`src/rtl/ps2_key_decoder.sv`:
```
// PS/2 keyboard receiver: synchronises the raw lines, samples them on a divided
// tick, assembles 11-bit frames, strips E0/F0 prefixes and queues key events.
// Optional macro PS2_KEYMAP_EN adds a held-key bitmap for 17 tracked scan codes.
module ps2_key_decoder #(
    parameter int unsigned SAMPLE_DIV = 250,
    parameter int unsigned TIMEOUT    = 4000,
    parameter int unsigned FIFO_DEPTH = 4
) (
    input  logic        CLOCK_50,
    input  logic        RESET,
    input  logic        PS2_KBCLK,
    input  logic        PS2_KBDAT,
    output logic        EVT_VALID,
    input  logic        EVT_READY,
    output logic [7:0]  EVT_CODE,
    output logic        EVT_EXT,
    output logic        EVT_BREAK,
    output logic [16:0] KEY_DOWN,
    output logic        ERR_PULSE,
    output logic        OVERFLOW
);

    localparam int unsigned DIV_W = 16;
    localparam int unsigned TO_W  = $clog2(TIMEOUT + 1);
    localparam int unsigned PTR_W = $clog2(FIFO_DEPTH);
    localparam int unsigned CNT_W = PTR_W + 1;

    localparam logic [1:0] ST_IDLE    = 2'd0;
    localparam logic [1:0] ST_EXT     = 2'd1;
    localparam logic [1:0] ST_BRK     = 2'd2;
    localparam logic [1:0] ST_EXT_BRK = 2'd3;

    logic [DIV_W-1:0] div_q, div_d;
    logic             tick_q, tick_d;
    logic             clk_s1_q, clk_s1_d, clk_s2_q, clk_s2_d;
    logic             dat_s1_q, dat_s1_d, dat_s2_q, dat_s2_d;
    logic             clk_prev_q, clk_prev_d;
    logic [10:0]      shift_q, shift_d;
    logic [3:0]       bit_cnt_q, bit_cnt_d;
    logic [TO_W-1:0]  to_cnt_q, to_cnt_d;
    logic             done_q, done_d;
    logic [10:0]      frame_q, frame_d;
    logic [1:0]       state_q, state_d;
    logic             err_q, err_d;
    logic [9:0]       mem_q [FIFO_DEPTH];
    logic [9:0]       mem_d [FIFO_DEPTH];
    logic [PTR_W-1:0] wr_ptr_q, wr_ptr_d, rd_ptr_q, rd_ptr_d;
    logic [CNT_W-1:0] count_q, count_d;
    logic             ovf_q, ovf_d;

    logic             fall_c, good_c, push_c, pop_c, full_c, wr_ok_c;
    logic [7:0]       byte_c;
    logic [9:0]       push_ev_c;

    // Sample tick divider and two-flop line synchronisers
    always_comb begin
        div_d    = div_q + DIV_W'(1);
        tick_d   = 1'b0;
        if (div_q == DIV_W'(SAMPLE_DIV - 1)) begin
            div_d  = '0;
            tick_d = 1'b1;
        end
        clk_s1_d = PS2_KBCLK;
        clk_s2_d = clk_s1_q;
        dat_s1_d = PS2_KBDAT;
        dat_s2_d = dat_s1_q;
    end

    // Frame assembly on sampled falling edges, with per-frame tick timeout
    always_comb begin
        shift_d    = shift_q;
        bit_cnt_d  = bit_cnt_q;
        to_cnt_d   = to_cnt_q;
        clk_prev_d = clk_prev_q;
        done_d     = 1'b0;
        frame_d    = frame_q;
        fall_c     = clk_prev_q & ~clk_s2_q;
        if (tick_q) begin
            clk_prev_d = clk_s2_q;
            if ((bit_cnt_q != 4'd0) && (to_cnt_q == TO_W'(TIMEOUT - 1))) begin
                bit_cnt_d = 4'd0;
                to_cnt_d  = '0;
            end else begin
                if (bit_cnt_q != 4'd0) begin
                    to_cnt_d = to_cnt_q + TO_W'(1);
                end
                if (fall_c) begin
                    shift_d = {dat_s2_q, shift_q[10:1]};
                    if (bit_cnt_q == 4'd0) begin
                        to_cnt_d = '0;
                    end
                    if (bit_cnt_q == 4'd10) begin
                        bit_cnt_d = 4'd0;
                        done_d    = 1'b1;
                        frame_d   = {dat_s2_q, shift_q[10:1]};
                    end else begin
                        bit_cnt_d = bit_cnt_q + 4'd1;
                    end
                end
            end
        end
    end

    // Frame check and E0/F0 prefix FSM; ordinary bytes become events
    always_comb begin
        state_d   = state_q;
        err_d     = 1'b0;
        push_c    = 1'b0;
        byte_c    = frame_q[8:1];
        good_c    = ~frame_q[0] & frame_q[10] & (^frame_q[9:1]);
        push_ev_c = {(state_q == ST_EXT) || (state_q == ST_EXT_BRK),
                     (state_q == ST_BRK) || (state_q == ST_EXT_BRK),
                     byte_c};
        if (done_q) begin
            if (!good_c) begin
                err_d   = 1'b1;
                state_d = ST_IDLE;
            end else if (byte_c == 8'hE0) begin
                if (state_q == ST_IDLE) state_d = ST_EXT;
            end else if (byte_c == 8'hF0) begin
                if (state_q == ST_IDLE)     state_d = ST_BRK;
                else if (state_q == ST_EXT) state_d = ST_EXT_BRK;
            end else begin
                push_c  = 1'b1;
                state_d = ST_IDLE;
            end
        end
    end

    // Event FIFO; a full FIFO accepts a push only when it also pops
    always_comb begin
        mem_d    = mem_q;
        wr_ptr_d = wr_ptr_q;
        rd_ptr_d = rd_ptr_q;
        ovf_d    = ovf_q;
        full_c   = (count_q == CNT_W'(FIFO_DEPTH));
        pop_c    = (count_q != '0) & EVT_READY;
        wr_ok_c  = push_c & (~full_c | pop_c);
        if (wr_ok_c) begin
            mem_d[wr_ptr_q] = push_ev_c;
            wr_ptr_d        = wr_ptr_q + PTR_W'(1);
        end
        if (pop_c) begin
            rd_ptr_d = rd_ptr_q + PTR_W'(1);
        end
        if (push_c && !wr_ok_c) begin
            ovf_d = 1'b1;
        end
        count_d = count_q + CNT_W'(wr_ok_c) - CNT_W'(pop_c);
    end

    // State registers
    always_ff @(posedge CLOCK_50) begin
        if (RESET) begin
            div_q      <= '0;
            tick_q     <= 1'b0;
            clk_s1_q   <= 1'b1;
            clk_s2_q   <= 1'b1;
            dat_s1_q   <= 1'b1;
            dat_s2_q   <= 1'b1;
            clk_prev_q <= 1'b1;
            shift_q    <= '0;
            bit_cnt_q  <= '0;
            to_cnt_q   <= '0;
            done_q     <= 1'b0;
            frame_q    <= '0;
            state_q    <= ST_IDLE;
            err_q      <= 1'b0;
            for (int i = 0; i < FIFO_DEPTH; i++) mem_q[i] <= '0;
            wr_ptr_q   <= '0;
            rd_ptr_q   <= '0;
            count_q    <= '0;
            ovf_q      <= 1'b0;
        end else begin
            div_q      <= div_d;
            tick_q     <= tick_d;
            clk_s1_q   <= clk_s1_d;
            clk_s2_q   <= clk_s2_d;
            dat_s1_q   <= dat_s1_d;
            dat_s2_q   <= dat_s2_d;
            clk_prev_q <= clk_prev_d;
            shift_q    <= shift_d;
            bit_cnt_q  <= bit_cnt_d;
            to_cnt_q   <= to_cnt_d;
            done_q     <= done_d;
            frame_q    <= frame_d;
            state_q    <= state_d;
            err_q      <= err_d;
            mem_q      <= mem_d;
            wr_ptr_q   <= wr_ptr_d;
            rd_ptr_q   <= rd_ptr_d;
            count_q    <= count_d;
            ovf_q      <= ovf_d;
        end
    end

`ifdef PS2_KEYMAP_EN
    localparam logic [7:0] KEY_CODES [17] = '{
        8'h75, 8'h72, 8'h6B, 8'h74, 8'h1D, 8'h1C, 8'h1B, 8'h23, 8'h35,
        8'h34, 8'h33, 8'h3B, 8'h4D, 8'h4B, 8'h4C, 8'h52, 8'h29};

    logic [16:0] key_q, key_d;

    // Held-key bitmap follows make/break of tracked codes, ignoring EXT
    always_comb begin
        key_d = key_q;
        if (push_c) begin
            for (int i = 0; i < 17; i++) begin
                if (push_ev_c[7:0] == KEY_CODES[i]) key_d[i] = ~push_ev_c[8];
            end
        end
    end

    // Held-key register
    always_ff @(posedge CLOCK_50) begin
        if (RESET) key_q <= '0;
        else       key_q <= key_d;
    end

    assign KEY_DOWN = key_q;
`else
    assign KEY_DOWN = '0;
`endif

    assign EVT_VALID = (count_q != '0);
    assign EVT_EXT   = mem_q[rd_ptr_q][9];
    assign EVT_BREAK = mem_q[rd_ptr_q][8];
    assign EVT_CODE  = mem_q[rd_ptr_q][7:0];
    assign ERR_PULSE = err_q;
    assign OVERFLOW  = ovf_q;

endmodule
```
`config.mk`:
```
export PLATFORM = sky130hd
export DESIGN_NAME = ps2_key_decoder
export DESIGN_NICKNAME = d
export VERILOG_FILES = /design/src/rtl/ps2_key_decoder.sv
export SDC_FILE = /design/constraint.sdc
export NUM_CORES = 1
export LEC_CHECK = 0
export ABC_CLOCK_PERIOD_IN_PS = 8000
export CORE_MARGIN = 2
export CORE_UTILIZATION = 60
export DETAILED_ROUTE_END_ITERATION = 12
export HOLD_SLACK_MARGIN = 0.15
export PLACE_DENSITY_LB_ADDON = 0.25
export SETUP_SLACK_MARGIN = 0.05
export SYNTH_ARGS = -nofsm -noshare
export SYNTH_HDL_FRONTEND = slang
export SYNTH_SLANG_ARGS = --single-unit
```
`constraint.sdc`:
```
create_clock -name CLOCK_50 -period 8 [get_ports CLOCK_50]
set_input_delay 2 -clock CLOCK_50 [delete_from_list [all_inputs] [get_ports CLOCK_50]]
set_output_delay 2 -clock CLOCK_50 [all_outputs]
set_load 0.02 [all_outputs]
```
Yosys cells after proc, flatten, opt, wreduce, memory -nomap -nowiden
Cells that the tools add are included.
- flip-flop bits (word level): 112
- bits of input ports: 5
- output and inout bits: 30
- logic and storage cells: 103
- add/sub/neg operators: 7
- $lt $le $gt $ge: 3
- eq/ne operators: 11
- mux-type cells: 26
- bitwise operators: 15
- reductions and logical operators: 19
- operators by type and width (cell ; count):
    $mux 12 ; 4
    $bwmux 40 ; 1
    $mux 10 ; 3
    $bmux 10 s2 ; 1
    $demux 10 s2 ; 1
    $add 16x1->16 const B ; 1
    $eq 16x8->1 const B ; 1
    $eq 8x8->1 const B ; 2
    $add 12x1->12 const B ; 1
    $eq 12x12->1 const B ; 1
    $mux 2 ; 6
    $mux 4 ; 3
    $reduce_xor 9->1 ; 1
    $mux 1 ; 7
    $not 1->1 ; 7
    $ge 3x3->1 const B ; 2
    $not 2->3 ; 2
    $reduce_and 3->1 ; 2
    $and 1x1->1 ; 5
    $add 2x1->2 const B ; 2
    $add 4x1->4 const B ; 1
    $eq 2x2->1 const B ; 2
    $eq 4x4->1 const B ; 1
    $logic_not 4->1 ; 1
    19 further kinds ; 23

Depth between registers and ports, before layout
- depth after elaboration: 8
- gate-level depth with buffers: 12
- gate-level depth less buffers: 12

Least setup slack after synthesis
Ideal clock, no wire load.
- path kind: input to register
- start point: input port EVT_READY
- end point: register count_q[1]
- setup time: 0.114 ns
- arrival time: 3.713 ns
- required time: 7.886 ns
- path slack: 4.173 ns
- stages: 9
- path buffers: 0
- cells stage by stage: or4b_1 > inv_1 > nor4_4 > inv_1 > ha_1 > inv_1 > ha_1 > fa_1 > nor2b_1
- cells in the longest elaborated chain, start to end: 5
- RTL lines (what ; line ; RTL):
    start: declaration ; 14 ; input logic EVT_READY,
    $and 1x1->1 * ; 137 ; pop_c = (count_q != '0) & EVT_READY;
    $or 1x1->1 ; 138 ; wr_ok_c = push_c & (~full_c | pop_c);
    $and 1x1->1 ; 138 ;
    $add 3x1->3 ; 149 ; count_d = count_q + CNT_W'(wr_ok_c) - CNT_W'(pop_c);
    $sub 3x1->3 * ; 149 ;
    via count_d[1] ; 48 ; logic [CNT_W-1:0] count_q, count_d;
    end signal: assignment ; 192 ; count_q <= count_d;
    end: declaration ; 48 ;
Mark *: on every way through the listed nets, which the timed path passes. The rest lies on a longest branch.
A chain may end at the register's enable or synchronous reset.

Worst setup path after layout
- start point: register rd_ptr_q[0]
- end point: output port EVT_CODE[7]
- cells in the longest elaborated chain, start to end: 4
- RTL lines (what ; line ; RTL):
    start: declaration ; 47 ; logic [PTR_W-1:0] wr_ptr_q, wr_ptr_d, rd_ptr_q, rd_ptr_d;
    start signal: assignment ; 191 ; rd_ptr_q <= rd_ptr_d;
    $not 2->3 (not written as such) ; 228 ; assign EVT_CODE = mem_q[rd_ptr_q][7:0];
    $bmux 10 s2 ; 228 ;
    $mux 10 (not written as such) (2 in series) ; 228 ;
    end: declaration ; 15 ; output logic [7:0] EVT_CODE,
Every way passes these cells. The select of a mux whose other input is x is not followed.

==> impl_metrics.yaml <==
pwr:
  pwr-share-clk: 0.333
  p_leak_uw: 0.00228
  seqPwrFrac: 0.577
  ir_drop_v: 0.000120
  combPwrFrac: 0.091
  p_int_uw: 760
  p_sw_uw: 264
  swShare: 0.258
  powerDensity_nw_per_um2: 189
grt:
  grt-ovfl-total: 0
  antenna_found_initial: 0
  grt_max_degree: 88
  grt_util_all_layers: 0.198
  grt_first_pass_wirelength_um: 15500
  grt_pass1_vias: 3393
setup_path:
  setup.worst_path.start: "rd_ptr_q[0]"
  r2r-end: "count_q[2]"
  reg2regPathDepth: 12
  r2r_start: "frame_q[5]"
  crit_required_ns: 6.00
  crit_fanout: 12
  worst_setup_path_end_kind: "output pin"
  crit_type: "flop to output pin"
  reg2reg_slack_ns: 4.84
  start_kind: "flop"
  endpoint: "EVT_CODE[7]"
  critical_path_arrival_ns: 2.39
hold_path:
  hp-class: "flop to flop"
sta:
  tightest_slew_ns: 0.838
  hold_violations: 0
  clock_skew_ns: 0.0131
  slew_violations: 0
  min_period_ns: 4.39
  slew_headroom: 0.441
  finalCritPeriodShare: 0.549
  setup_tns_ns: 0
  setup_viol: 0
  rsz0062_at_grt: "no"
  fmax_mhz: 228
clock_network:
  cts_root_buf: "clkbuf_8"
  cts_max_path_buffers: 2
  cts-resized-gates: 0
  clock_latency_ns: 0.37
  hold_buffers: 0
  h-tree-depth: 3
  clock_sinks: 111
  cts_buffers: 9
  postCtsSetupRepairBufs: 0
  cts_tree: "yes"
  path_clk_slew_ns: 0.10
cells_and_area:
  seqCellArea_um2: 2220
  fillCellCount: 692
  drive_gt1_frac: 0.0797
  post-route-util: 0.654
  area_growth_pct: 4.53
  finalNetCount: 546
  diodes: 0
  multi_input_area_um2: 2630
  layoutNonFillerInstCount: 632
die:
  die_y_um: 97.0
  ios: 35
  coreArea_um2: 8300
  rows: 33
  die_area_um2: 9410
  die_w_um: 97.0
  initial_core_util: 0.626
routing:
  route.met2.wl_um: 4540
  via_per_inst: 5.52
  drt-met1-wl_um: 3980
  top_layer: "met4"
  wl_met3_um: 211
  vias: 3489
  wl_per_cell_um: 14.0
  wl_um: 8880
  drc: 0
  drtAntennaViolNets: 0
  drtIter0Drc: 145
  dr.pass1.iters: 4
synth:
  synth_warnings: 0
  synth_edf_count: 0
  synth_top_area_frac: 0.428
  seq_area_frac_synth: 0.428
  postSynthCellCount: 518
  avgSynthCellArea_um2: 10.0
  synth_common_cells: "111 x dfxtp_1, 94 x nor2_1, 62 x mux2i_1"
  synth.distinct_cells: 52
  ys_seq_elements: 111
  ys.flop_type: "dfxtp_1"
  yosysTopAreaCell: "dfxtp_1"
  synthTopCellsByArea: "dfxtp_1 43%, mux2i_1 12%, nor2_1 6.8%"
  yosysMostFrequentCell: "dfxtp_1"
  async_flop_share: 0
  syn_area_um2: 5190
placed_design:
  dp_hpwl_um: 6170
  dp_cells: 616
  gp_congestion: 0.815
  io_buffers: 17
status:
  status: "finished, final reports clean"
flow_run:
  cap_violations: 0
==> routing by layer <==
| layer | vias to the layer above | track usage |
|---|---|---|
| met3 | 14 | 0.0455 |
| met2 | 51 | 0.353 |
| li1 | 1749 | - |
| met1 | 1675 | 0.234 |
| met4 | 0 | 0.0672 |
| met5 | - | 0 |
==> flip-flops by register name (all words and copies together) (netlist names), 2 cells and up <==
signal     count
rd_ptr_q       2
to_cnt_q      12
wr_ptr_q       2
bit_cnt_q      4
state_q        2
div_q         16
shift_q       10
mem_q         40
frame_q       11
count_q        3
==> power groups by stage <==
stage	clock [µW]	combinational [µW]	sequential (µW)
after floorplan	0	96.3	584
after global placement	0	87.3	603
after detailed placement	0	93.3	604
after CTS	352	93.9	591
after global routing	373	104	595
final	341	92.9	591
==> through the flow <==
step	area, µm²	total power (µW)	setup WS [ns]	hold WS, ns
final	5430	1020	3.61	0.424
after global routing	5430	1070	3.47	0.436
after CTS	5430	1040	3.57	0.429
after detailed placement	5220	697	3.52	0.404
after global placement	5220	690	3.62	0.395
after floorplan	5250	681	4.17	0.389
==> worst min path at each step <==
stage	start	endpoint	slack (ns)	cells after the start
2_1_floorplan	clk_s1_q	clk_s2_q	0.39	1
3_3_place_gp	clk_s1_q	clk_s2_q	0.39	1
3_5_place_dp	dat_s1_q	dat_s2_q	0.40	1
4_1_cts	clk_s1_q	clk_s2_q	0.43	1
5_1_grt	dat_s1_q	dat_s2_q	0.44	1
6_report	dat_s1_q	dat_s2_q	0.42	1
==> layout by cell type (no fill, tap or decap), drive strengths merged, types with 3 or more instances in the layout <==
master	netlist	final
mux4	10	10
o22a	3	3
nand2b	6	6
or2	6	6
o21ai	6	6
a21oi	6	6
clkdlybuf4s50	0	16
dfxtp	111	111
and4	3	3
nor4b	3	3
mux2i	62	62
a31oi	7	7
xor2	9	9
a22o	3	3
or3	5	5
nor3	7	7
ha	18	18
nand4	10	10
a21o	3	3
and3	8	8
nand3	11	11
nand2	24	24
xnor2	14	14
inv	19	22
conb	1	17
nor4	5	5
nor2	94	94
nor2b	7	7
clkbuf	13	9
==> worst max-delay path, cell delays in order (launching register included) <==
cell and delay [ns]:
dfxtp_1 0.86, mux4_2 0.61, clkdlybuf4s50_1 0.55
==> cell families (layout without fill, tap and decap cells) <==
logic type / Yosys count / count (layout) / synth area share
AOI/OAI and AO/OA: 35 / 35 / 0.0458
buffers and inverters: 60 / 53 / 0.0776
other: 1 / 17 / 0.000722
DFF: 111 / 111 / 0.428
muxes: 73 / 73 / 0.165
adders and majority gates: 19 / 19 / 0.0472
and+or+nand+nor: 195 / 195 / 0.187
xor gates and xnor gates: 24 / 24 / 0.0484
==> layout make-up <==
type                            count  area share
Timing Repair Buffer               18      0.0318
Inverter                           19      0.0131
Multi-Input combinational cell    363       0.484
Tap cell                          105      0.0242
Sequential cell                   111       0.409
Clock buffer                        9      0.0228
Clock inverter                      7      0.0145
No activity file was read; power rests on OpenSTA's default activity.
